==> src/rtl/saes_mc_engine.sv <==
`default_nettype none
//==============================================================================
// Module   : saes_mc_engine
// Brief    : multi-channel S-AES encryptor, one round per clock, ECB/CBC/CTR.
//            CTR datapath is built only when SAES_CTR_EN is defined.
// Revision : 1.0 - initial release
//==============================================================================
module saes_mc_engine #(
    parameter int CH_LOG2 = 2
) (
    input  logic               clk,
    input  logic               nrst,
    input  logic               cfg_we,
    input  logic [CH_LOG2-1:0] cfg_chan,
    input  logic [15:0]        cfg_key,
    input  logic [15:0]        cfg_iv,
    input  logic [1:0]         cfg_mode,
    input  logic [3:0]         cfg_rounds,
    input  logic               s_valid,
    output logic               s_ready,
    input  logic [15:0]        s_data,
    input  logic [CH_LOG2-1:0] s_chan,
    output logic               m_valid,
    input  logic               m_ready,
    output logic [15:0]        m_data,
    output logic [CH_LOG2-1:0] m_chan,
    output logic               busy
);

    localparam int         c_CH     = 1 << CH_LOG2;
    localparam logic [1:0] c_S_IDLE = 2'd0;
    localparam logic [1:0] c_S_RUN  = 2'd1;
    localparam logic [1:0] c_M_ECB  = 2'b00;
    localparam logic [1:0] c_M_CBC  = 2'b01;
    localparam logic [1:0] c_M_CTR  = 2'b10;

    function automatic logic [3:0] sbox(input logic [3:0] n);
        logic [3:0] r;
        case (n)
            4'h0: r = 4'h9;  4'h1: r = 4'h4;  4'h2: r = 4'hA;  4'h3: r = 4'hB;
            4'h4: r = 4'hD;  4'h5: r = 4'h1;  4'h6: r = 4'h8;  4'h7: r = 4'h5;
            4'h8: r = 4'h6;  4'h9: r = 4'h2;  4'hA: r = 4'h0;  4'hB: r = 4'h3;
            4'hC: r = 4'hC;  4'hD: r = 4'hE;  4'hE: r = 4'hF;  default: r = 4'h7;
        endcase
        return r;
    endfunction

    // Multiply by x in GF(2^4) modulo x^4+x+1.
    function automatic logic [3:0] gf_x(input logic [3:0] a);
        return {a[2:0], 1'b0} ^ (a[3] ? 4'h3 : 4'h0);
    endfunction

    function automatic logic [3:0] gf_x4(input logic [3:0] a);
        return gf_x(gf_x(a));
    endfunction

    function automatic logic [15:0] key_next(input logic [15:0] k, input logic [3:0] rc);
        logic [7:0] t;
        logic [7:0] n0;
        t  = {sbox(k[3:0]), sbox(k[7:4])};
        n0 = k[15:8] ^ {rc, 4'h0} ^ t;
        return {n0, n0 ^ k[7:0]};
    endfunction

    function automatic logic [15:0] enc_round(input logic [15:0] st, input logic [15:0] rk,
                                              input logic last);
        logic [15:0] s;
        logic [15:0] r;
        s = {sbox(st[15:12]), sbox(st[3:0]), sbox(st[7:4]), sbox(st[11:8])};
        if (last) begin
            r = s;
        end else begin
            r = {s[15:12] ^ gf_x4(s[11:8]), gf_x4(s[15:12]) ^ s[11:8],
                 s[7:4]   ^ gf_x4(s[3:0]),  gf_x4(s[7:4])   ^ s[3:0]};
        end
        return r ^ rk;
    endfunction

    logic [15:0]        r_key_q    [c_CH];
    logic [15:0]        r_chain_q  [c_CH];
    logic [1:0]         r_cmode_q  [c_CH];
    logic [3:0]         r_crnds_q  [c_CH];
    logic [15:0]        w_key_d    [c_CH];
    logic [15:0]        w_chain_d  [c_CH];
    logic [1:0]         w_cmode_d  [c_CH];
    logic [3:0]         w_crnds_d  [c_CH];

    logic [1:0]         r_state_q,   w_state_d;
    logic [3:0]         r_rnd_q,     w_rnd_d;
    logic [3:0]         r_rounds_q,  w_rounds_d;
    logic [1:0]         r_mode_q,    w_mode_d;
    logic [CH_LOG2-1:0] r_chan_q,    w_chan_d;
    logic [15:0]        r_data_q,    w_data_d;
    logic [15:0]        r_rkey_q,    w_rkey_d;
    logic [3:0]         r_rc_q,      w_rc_d;
    logic               r_ctx_new_q, w_ctx_new_d;
    logic               r_m_valid_q, w_m_valid_d;
    logic [15:0]        r_m_data_q,  w_m_data_d;
    logic [CH_LOG2-1:0] r_m_chan_q,  w_m_chan_d;
`ifdef SAES_CTR_EN
    logic [15:0]        r_ctr_q,     w_ctr_d;
    logic [15:0]        r_sdata_q,   w_sdata_d;
`endif

    logic               w_accept;
    logic               w_cfg_ok;
    logic [1:0]         w_acc_mode;
    logic [15:0]        w_ctx_key;
    logic [15:0]        w_ctx_chain;
    logic [3:0]         w_ctx_rnds;
    logic [15:0]        w_blk;
    logic [15:0]        w_rkey_next;
    logic [15:0]        w_round_out;
    logic [15:0]        w_result;

    assign busy    = (r_state_q == c_S_RUN);
    assign s_ready = (r_state_q == c_S_IDLE) && (!r_m_valid_q || m_ready);
    assign m_valid = r_m_valid_q;
    assign m_data  = r_m_data_q;
    assign m_chan  = r_m_chan_q;

    assign w_accept    = s_valid && s_ready;
    assign w_cfg_ok    = cfg_we && !busy;
    assign w_ctx_key   = r_key_q[s_chan];
    assign w_ctx_chain = r_chain_q[s_chan];
    assign w_ctx_rnds  = r_crnds_q[s_chan];
    assign w_rkey_next = key_next(r_rkey_q, r_rc_q);
    assign w_round_out = enc_round(r_data_q, w_rkey_next, r_rnd_q == r_rounds_q);

    // Mode 11 (and 10 when CTR is not built) collapses to ECB at accept time.
    always_comb begin
        w_acc_mode = c_M_ECB;
        w_blk      = s_data;
        case (r_cmode_q[s_chan])
            c_M_CBC: begin
                w_acc_mode = c_M_CBC;
                w_blk      = s_data ^ w_ctx_chain;
            end
`ifdef SAES_CTR_EN
            c_M_CTR: begin
                w_acc_mode = c_M_CTR;
                w_blk      = w_ctx_chain;
            end
`endif
            default: begin
                w_acc_mode = c_M_ECB;
                w_blk      = s_data;
            end
        endcase
    end

`ifdef SAES_CTR_EN
    assign w_result = (r_mode_q == c_M_CTR) ? (r_sdata_q ^ w_round_out) : w_round_out;
`else
    assign w_result = w_round_out;
`endif

    always_comb begin
        w_state_d   = r_state_q;
        w_rnd_d     = r_rnd_q;
        w_rounds_d  = r_rounds_q;
        w_mode_d    = r_mode_q;
        w_chan_d    = r_chan_q;
        w_data_d    = r_data_q;
        w_rkey_d    = r_rkey_q;
        w_rc_d      = r_rc_q;
        w_ctx_new_d = r_ctx_new_q;
        w_m_valid_d = r_m_valid_q;
        w_m_data_d  = r_m_data_q;
        w_m_chan_d  = r_m_chan_q;
`ifdef SAES_CTR_EN
        w_ctr_d     = r_ctr_q;
        w_sdata_d   = r_sdata_q;
`endif
        for (int i = 0; i < c_CH; i++) begin
            w_key_d[i]   = r_key_q[i];
            w_chain_d[i] = r_chain_q[i];
            w_cmode_d[i] = r_cmode_q[i];
            w_crnds_d[i] = r_crnds_q[i];
        end

        if (r_m_valid_q && m_ready) begin
            w_m_valid_d = 1'b0;
        end

        if (w_cfg_ok) begin
            w_key_d[cfg_chan]   = cfg_key;
            w_chain_d[cfg_chan] = cfg_iv;
            w_cmode_d[cfg_chan] = cfg_mode;
            w_crnds_d[cfg_chan] = cfg_rounds;
        end

        case (r_state_q)
            c_S_IDLE: begin
                if (w_accept) begin
                    w_state_d   = c_S_RUN;
                    w_rnd_d     = 4'd1;
                    w_rounds_d  = (w_ctx_rnds == 4'd0) ? 4'd1 : w_ctx_rnds;
                    w_mode_d    = w_acc_mode;
                    w_chan_d    = s_chan;
                    w_rkey_d    = w_ctx_key;
                    w_rc_d      = 4'h8;
                    w_data_d    = w_blk ^ w_ctx_key;
                    // A same-cycle cfg write owns the chain value from now on.
                    w_ctx_new_d = w_cfg_ok && (cfg_chan == s_chan);
`ifdef SAES_CTR_EN
                    w_ctr_d     = w_ctx_chain;
                    w_sdata_d   = s_data;
`endif
                end
            end
            c_S_RUN: begin
                w_rkey_d = w_rkey_next;
                w_rc_d   = gf_x(r_rc_q);
                w_data_d = w_round_out;
                if (r_rnd_q == r_rounds_q) begin
                    w_state_d   = c_S_IDLE;
                    w_m_valid_d = 1'b1;
                    w_m_data_d  = w_result;
                    w_m_chan_d  = r_chan_q;
                    if (!r_ctx_new_q) begin
                        if (r_mode_q == c_M_CBC) begin
                            w_chain_d[r_chan_q] = w_round_out;
                        end
`ifdef SAES_CTR_EN
                        if (r_mode_q == c_M_CTR) begin
                            w_chain_d[r_chan_q] = r_ctr_q + 16'd1;
                        end
`endif
                    end
                end else begin
                    w_rnd_d = r_rnd_q + 4'd1;
                end
            end
            default: begin
                w_state_d = c_S_IDLE;
            end
        endcase
    end

    always_ff @(posedge clk or negedge nrst) begin
        if (!nrst) begin
            r_state_q   <= c_S_IDLE;
            r_rnd_q     <= 4'd0;
            r_rounds_q  <= 4'd0;
            r_mode_q    <= c_M_ECB;
            r_chan_q    <= '0;
            r_data_q    <= 16'h0000;
            r_rkey_q    <= 16'h0000;
            r_rc_q      <= 4'h0;
            r_ctx_new_q <= 1'b0;
            r_m_valid_q <= 1'b0;
            r_m_data_q  <= 16'h0000;
            r_m_chan_q  <= '0;
`ifdef SAES_CTR_EN
            r_ctr_q     <= 16'h0000;
            r_sdata_q   <= 16'h0000;
`endif
            for (int i = 0; i < c_CH; i++) begin
                r_key_q[i]   <= 16'h0000;
                r_chain_q[i] <= 16'h0000;
                r_cmode_q[i] <= c_M_ECB;
                r_crnds_q[i] <= 4'd2;
            end
        end else begin
            r_state_q   <= w_state_d;
            r_rnd_q     <= w_rnd_d;
            r_rounds_q  <= w_rounds_d;
            r_mode_q    <= w_mode_d;
            r_chan_q    <= w_chan_d;
            r_data_q    <= w_data_d;
            r_rkey_q    <= w_rkey_d;
            r_rc_q      <= w_rc_d;
            r_ctx_new_q <= w_ctx_new_d;
            r_m_valid_q <= w_m_valid_d;
            r_m_data_q  <= w_m_data_d;
            r_m_chan_q  <= w_m_chan_d;
`ifdef SAES_CTR_EN
            r_ctr_q     <= w_ctr_d;
            r_sdata_q   <= w_sdata_d;
`endif
            for (int i = 0; i < c_CH; i++) begin
                r_key_q[i]   <= w_key_d[i];
                r_chain_q[i] <= w_chain_d[i];
                r_cmode_q[i] <= w_cmode_d[i];
                r_crnds_q[i] <= w_crnds_d[i];
            end
        end
    end

endmodule
`default_nettype wire
==> config.mk <==
export PLATFORM = sky130hd
export DESIGN_NAME = saes_mc_engine
export DESIGN_NICKNAME = d
export VERILOG_FILES = /design/src/rtl/saes_mc_engine.sv
export SDC_FILE = /design/constraint.sdc
export NUM_CORES = 1
export LEC_CHECK = 0
export ABC_AREA = 0
export BUFFER_PORTS_ARGS = -buffer_cell sky130_fd_sc_hd__buf_4
export CAP_MARGIN = 20
export CORE_ASPECT_RATIO = 1.2
export CORE_UTILIZATION = 45
export DETAILED_ROUTE_END_ITERATION = 8
export GPL_TIMING_DRIVEN = 0
export PLACE_DENSITY = 0.71
export SLEW_MARGIN = 20
export SYNTH_ARGS = -nofsm -noshare
export SYNTH_HDL_FRONTEND = slang
export SYNTH_SLANG_ARGS = --single-unit
==> constraint.sdc <==
create_clock -name clk -period 5.74 [get_ports clk]
set_input_delay 1.148 -clock clk [delete_from_list [all_inputs] [get_ports clk]]
set_output_delay 1.148 -clock clk [all_outputs]
set_load 0.01 [all_outputs]
### After elaboration in Yosys (flattened, before gate mapping)

Memories as Yosys holds them, arrays and structs flattened.
Index checks and enable logic that the tools add are counted.

* register bits: 222
* latch bits: 0
* bits in writable memories: 0
* bits in read-only memories: 384
* input bits: 63
* output and inout bits: 21
* word-level logic and storage cells: 146
* memories kept: 6

* add/sub/neg operators: 1
* $mul: 0
* div/mod/pow operators: 0
* $lt $le $gt $ge: 5
* equal/unequal tests: 8
* shift-type cells: 0
* mux-type cells: 58
* bitwise operators: 22
* reductions and logical operators: 18

Memories
* (no name shown): depth 16, bits a word 4, read ports 1, clocked after memory_dff 0, write ports 0, RTL line 39 `case (n)`
* (no name shown): depth 16, bits a word 4, read ports 1, clocked after memory_dff 0, write ports 0, RTL line 39
* (no name shown): depth 16, bits a word 4, read ports 1, clocked after memory_dff 0, write ports 0, RTL line 39
* (no name shown): depth 16, bits a word 4, read ports 1, clocked after memory_dff 0, write ports 0, RTL line 39
* (no name shown): depth 16, bits a word 4, read ports 1, clocked after memory_dff 0, write ports 0, RTL line 39
* (no name shown): depth 16, bits a word 4, read ports 1, clocked after memory_dff 0, write ports 0, RTL line 39

Operators by type and width (count)
* 64-bit 2-to-1 mux: 5
* 64-bit bitwise mux: 3
* 16-bit 2-to-1 mux: 10
* 16-bit binary-select mux with 2-bit select: 2
* 16-bit demux with 2-bit select: 2
* 16-bit one-hot mux with 2 select lines: 2
* 16-bit XOR: 3
* 4-bit by 2-bit XOR with 4-bit output: 9
* 2-bit 2-to-1 mux: 14
* 4-bit 2-to-1 mux: 7
* 8-bit XOR: 3
* 16-bit bitwise mux: 1
* 4-bit one-hot mux with 2 select lines: 2
* 4-bit XOR: 4
* 3-bit greater-or-equal comparator (second input constant): 3
* 2-bit inverter with 3-bit output: 3
* 4-bit binary-select mux with 2-bit select: 1
* 8-bit bitwise mux: 1
* 4-bit demux with 2-bit select: 1
* 2-bit AND reduction: 4
* 1-bit logical AND: 7
* 2-bit by 1-bit == test with 1-bit output (second input constant): 3
* 3-bit by 1-bit < comparator with 1-bit output (second input constant): 2
* 4-bit by 1-bit adder with 4-bit output (second input constant): 1
* other kinds (14): 19

### Longest topological paths before layout

Gate-level depths: netlist of run 1.
An unclocked memory read counts as a cell.

* word-level depth: 13
* mapped depth: 8
* mapped depth without buffers: 8

### Worst setup path after synthesis of run 1

No wires, ideal clock.

* path type: input to register
* start point: input port cfg_we
* end point: register r_key_q[27] (netlist bit)
* arrival: 2.575 ns
* data required time: 5.615 ns
* setup slack: 3.041 ns
* stages: 6
* path buffers: 2
* cells stage by stage: nor2b_1 nand2_1 nor2_1 clkbuf_1 buf_2 mux2_2

* word-level cells in the longest chain between the ends: 1

RTL lines
* start, declared: RTL line 13 `input logic cfg_we,`
* 1-bit logical AND: RTL line 123 `assign w_cfg_ok = cfg_we && !busy;`
* end signal, assigned by index: RTL line 283 `r_key_q[i] <= w_key_d[i];`
* end, declared: RTL line 79 `logic [15:0] r_key_q [c_CH];`

No other way between the ends.
A chain may end at the register's enable or synchronous reset.

==> impl_metrics.yaml, run 1 <==
yosys:
  syn_inst: 1054
  synth_edf_count: 0
  synth_area_um2: 12200
  synthesis.nets: 1152
  yosysUniqueCellTypes: 52
  yosysWarnings: 0
  synth_seq_area_share: 0.453
  ys_top_cells_by_area: "dfrtp_1, mux2_2, mux4_2"
  avgSynthCellArea_um2: 11.5
  synth_seq_cells: 220
  synth_async_sr_flop_share: 1.00
  synth_top_area_share: 0.444
  synth-main-ff-cell: "dfrtp_1"
  synth_top_cell_by_area: "dfrtp_1"
job:
  drv_cap: 0
route:
  drc_errors: 12
  drt-initial-drc-count: 821
  top_layer: "met4"
  route.met2.wl_mm: 16.7
  firstDrtPassIters: 7
  postRouteAntennaNets: 0
  wl_met1_mm: 13.3
  dr_total_vias: 8742
  avgViaCountPerCell: 5.77
  drt-wirelength-per-cell_um: 21.8
  route.met3.wl_mm: 1.97
  wl_mm: 33.0
worst_setup_path:
  criticalPathCategory: "reg2reg"
  cp-endpoint: "r_chain_q[55]"
  critPathArrivalTime_ns: 3.55
  crit_fanout: 10
  r2r_cells: 8
  crit_start: "r_state_q[0]"
  rr_startpoint: "r_state_q[0]"
  required_ns: 6.19
  crit_path_start_kind: "flip-flop"
  r2r-end: "r_chain_q[55]"
  end_kind: "flip-flop"
  r2r_slack_ns: 2.64
clocking:
  post-cts-setup-buffers: 0
  clkLatencyLatePin_ns: 0.53
  cts_resized: 0
  max-clock-path-buffers: 3
  cts_sinks: 220
  path_clk_slew_ns: 0.06
  cts_root_buf: "clkbuf_16"
  htreeDepth: 1
  cts_inserted_buffers: 23
  holdBufCountCts: 0
  cts_tree: "yes"
floorplanning:
  die_w_um: 152
  ios: 84
  fp.dieH_um: 182
  initial_utilization: 0.460
  num_rows: 65
  fp.dieArea_um2: 27700
  core_area_um2: 26400
place:
  place_congestion: 0.908
  place_hpwl_mm: 23.9
  io_buffer_count: 82
layout:
  fillers: 2215
  mostFrequentLayoutCells: "dfrtp_1, mux2_2, buf_4, nand2_1, a21oi_1"
  regArea_um2: 5510
  area_growth_pct: 15.8
  multi_input_area_um2: 6250
  drive_gt1_frac: 0.275
  layout_commonest_cell: "dfrtp_1"
  antennaDiodeCount: 0
  num-nets-final: 1261
outcome:
  violations: "DRC"
  status: "complete, but fails checks"
grt:
  antenna_found_initial: 0
  grt_pass1_vias: 8977
  grt_max_degree: 96
  grt_pass1_wl_mm: 51.6
  gr-usage-all-layers: 0.244
  gr-total-overflow: 0
sta:
  rsz0062_at_grt: "no"
  fmax_mhz: 322
  finalSetupViolCount: 0
  fin_skew_ns: 0.0282
  hold_violations: 0
  worstMarginPinSlew_ns: 1.04
  hold_slack_ns: 0.487
  slew_viol_final: 0
  maxSlewHeadroom: 0.303
  min_period_ns: 3.10
  final.setup.tns_ns: 0
  post-route-period-util: 0.541
min_path:
  hold_class: "reg2reg"
## critical path, cell delays in order, from the launching register on
cell      delay [ns]
dfrtp_1         0.44
clkbuf_1        0.25
inv_1           0.19
nand2_1         0.11
nor3_1          0.80
buf_2           0.43
clkbuf_1        0.51
a211oi_1        0.16
a21oi_1         0.15
## routing by layer
| metal | vias to the layer above | track usage |
|---|---|---|
| li1 | 3952 | - |
| met1 | 4422 | 0.302 |
| met2 | 300 | 0.426 |
| met3 | 68 | 0.0423 |
| met4 | 0 | 0.0976 |
| met5 | - | 0 |
## flip-flops by register name (all words and copies together), names as in the netlist
signal / cells
m_chan: 2
m_data: 16
m_valid: 1
r_chain_q: 64
r_chan_q: 2
r_cmode_q: 8
r_crnds_q: 16
r_ctx_new_q: 1
r_data_q: 16
r_key_q: 64
r_mode_q: 1
r_rc_q: 4
r_rkey_q: 16
r_rnd_q: 4
r_rounds_q: 4
r_state_q: 1
## worst min-delay path by stage
| stage | startpoint | endpoint | slack [ns] | cells after the start |
|---|---|---|---|---|
| after floorplan | r_mode_q[0] | r_mode_q[0] | 0.44 | 2 |
| after global placement | r_ctx_new_q | r_ctx_new_q | 0.47 | 2 |
| after detailed placement | m_data[6] | m_data[6] | 0.48 | 2 |
| after CTS | m_data[6] | m_data[6] | 0.49 | 2 |
| after global routing | r_key_q[2] | r_key_q[2] | 0.51 | 1 |
| final | m_data[6] | m_data[6] | 0.49 | 2 |
## area by class of cell
class	count	area share
multi-input combinational	739	0.444
sequential	220	0.391
clock buffer	32	0.0490
timing repair buffer	84	0.0482
tap	335	0.0298
buffer	73	0.0229
clock inverter	10	0.00933
inverter	22	0.00586
## stage by stage
| step | setup WS (ns) | cell area [um^2] | util | std cells |
|---|---|---|---|---|
| 3_5_place_dp | 2.23 | 13300 | 0.502 | 1473 |
| 3_3_place_gp | 1.85 | 13200 | 0.499 | 1471 |
| 5_1_grt | 2.49 | 14100 | 0.533 | 1515 |
| 2_1_floorplan | 3.04 | 12200 | - | 1054 |
| 6_report | 2.64 | 14100 | 0.533 | 1515 |
| 4_1_cts | 2.70 | 14100 | 0.533 | 1515 |
## cell families after synthesis
family | after synthesis | synth area share
DFF | 220 | 0.453
buffers and inverters | 95 | 0.0333
AOI/OAI and AO/OA | 196 | 0.0989
muxes | 180 | 0.204
and+or+nand+nor | 230 | 0.0960
adders and majority gates | 35 | 0.0360
xor gates and xnor gates | 98 | 0.0787
## cells in the mapped netlist (28+ instances only)
cell type	n
dfrtp_1	216
mux2_2	108
nand2_1	75
a21oi_1	71
nor2b_1	65
xnor2_1	64
o21ai_0	46
mux4_2	42
nor2_1	42
a211oi_1	41
clkbuf_1	38
ha_1	35
buf_2	30
mux2i_1	28
Power of run 1 is not shown: default switching activity piles up to over one toggle a cycle in this logic, so the estimate is an artifact.
==> run 2, diff against run 1 <==
- PLACE_DENSITY: 0.71 -> 0.74
- clock period: 5.74 -> 2.8 ns (I/O delays scaled with it)
==> impl_metrics.yaml, run 2 (synthesized netlist as in run 1, its figures left out) <==
worst_setup_path:
  r2r_cells: 8
  cpLargestDelayFamily: "XOR/XNOR gates"
  path_common_cell: "xnor2_1"
  critPathArrivalTime_ns: 3.08
  crit_cells: 8
  r2r_slack_ns: 0.06
  crit_fanout: 7
  r2r-end: "r_data_q[13]"
  crit_path_start_kind: "flip-flop"
  required_ns: 3.14
  critPathBufInv: 1
  end_kind: "flip-flop"
  rr_startpoint: "r_rkey_q[0]"
  path_cells: "inv_1 > ha_1 > nand3b_1 > o31ai_1 > xnor2_1 > xnor2_1 > xor2_2 > o221ai_1"
  critPathMaxStageDelay_ns: 0.63
  crit_slowest_cell: "xnor2_1"
  criticalPathCategory: "reg2reg"
floorplanning:
  core_area_um2: 26400
  num_rows: 65
  initial_utilization: 0.460
  ios: 84
  die_w_um: 152
  fp.dieArea_um2: 27700
  fp.dieH_um: 182
layout:
  layout_commonest_cell: "dfrtp_1"
  stdcell_count: 1512
  area_growth_pct: 16.4
  antennaDiodeCount: 0
  drive_gt1_frac: 0.285
  mostFrequentLayoutCells: "dfrtp_1, mux2_2, buf_4, nand2_1, a21oi_1"
  reg_top3: "r_chain_q x64, r_key_q x64"
  num-nets-final: 1264
place:
  place_congestion: 0.918
  place_inst: 1473
  place_hpwl_mm: 23.9
  io_buffer_count: 82
clocking:
  max-clock-path-buffers: 3
  path_clk_slew_ns: 0.07
  cts_sinks: 220
  cts_root_buf: "clkbuf_16"
  cts_inserted_buffers: 23
  htreeDepth: 1
  clkLatencyLatePin_ns: 0.51
  cts_tree: "yes"
sta:
  min_period_ns: 2.74
  maxSlewHeadroom: 0.455
  worstMarginPinSlew_ns: 0.817
  rsz0062_at_grt: "no"
  fin_skew_ns: 0.0138
  hold_violations: 0
  post-route-period-util: 0.977
  finalSetupViolCount: 0
  fmax_mhz: 365
  slew_viol_final: 0
  final.setup.tns_ns: 0
job:
  drv_cap: 0
grt:
  antenna_found_initial: 0
  grt_pass1_wl_mm: 51.3
  gr-total-overflow: 0
  grt_max_degree: 99
  grt_pass1_vias: 8880
  gr-usage-all-layers: 0.240
min_path:
  hold_path_end: "r_key_q[10]"
  hold_class: "in2reg"
  hold_path_startpoint: "cfg_key[10]"
  min_delay_path_depth: 2
route:
  wl_mm: 32.8
  drt-initial-drc-count: 744
  firstDrtPassIters: 7
  dr_total_vias: 8734
  drt-wirelength-per-cell_um: 21.7
  postRouteAntennaNets: 0
  drc_errors: 8
  avgViaCountPerCell: 5.78
outcome:
  status: "complete, but fails checks"
  violations: "DRC"
[run 2: worst max path at each step]
stage	from	end	slack [ns]
floorplan	r_rkey_q[0]	r_data_q[12]	0.42
global placement	nrst	m_data[4]	-0.50
detailed placement	r_rkey_q[5]	m_data[2]	-0.20
CTS	r_rnd_q[1]	r_data_q[0]	0.03
global route	r_rnd_q[2]	r_chain_q[38]	0.001
finish	r_rkey_q[0]	r_data_q[13]	0.06
[run 2: timing repair]
action                                 4_1_cts  5_1_grt
endpoints found under the hold margin       45        0
pin swaps                                    0        5
cloned                                       0        0
setup buffers                                0        2
hold buffers                                 1        0
gates resized for setup                      7       18
setup endpoints to repair                   40       77
[run 2: metal layers]
metal  vias to the layer above  part of all wire  track usage
li1                       3952                 -            -
met1                      4392              0.41        0.311
met2                       325              0.51        0.412
met3                        65             0.062       0.0354
met4                         0             0.027       0.0841
met5                         -                 0            0
[run 2: cell type report]
cell class,instances,area [um^2]
fillers,2225,12300
multi-input cells,739,6370
flip-flops and latches,220,5510
repair buffers,87,703
clock buffers,33,673
well taps,335,419
plain buffers,73,328
inverters,22,82.6
clock inverters,3,68.8
[run 2: metrics by stage]
stage	hold slack (ns)	setup slack [ns]	utilization	instance area (um^2)
6_report	0.310	0.0634	0.536	14200
5_1_grt	0.305	0.00104	0.536	14200
4_1_cts	0.303	0.0278	0.532	14100
3_5_place_dp	0.464	-0.196	0.502	13300
3_3_place_gp	0.456	-0.496	0.499	13200
2_1_floorplan	0.264	0.421	-	12200
Power of run 2 is left out for the same reason.
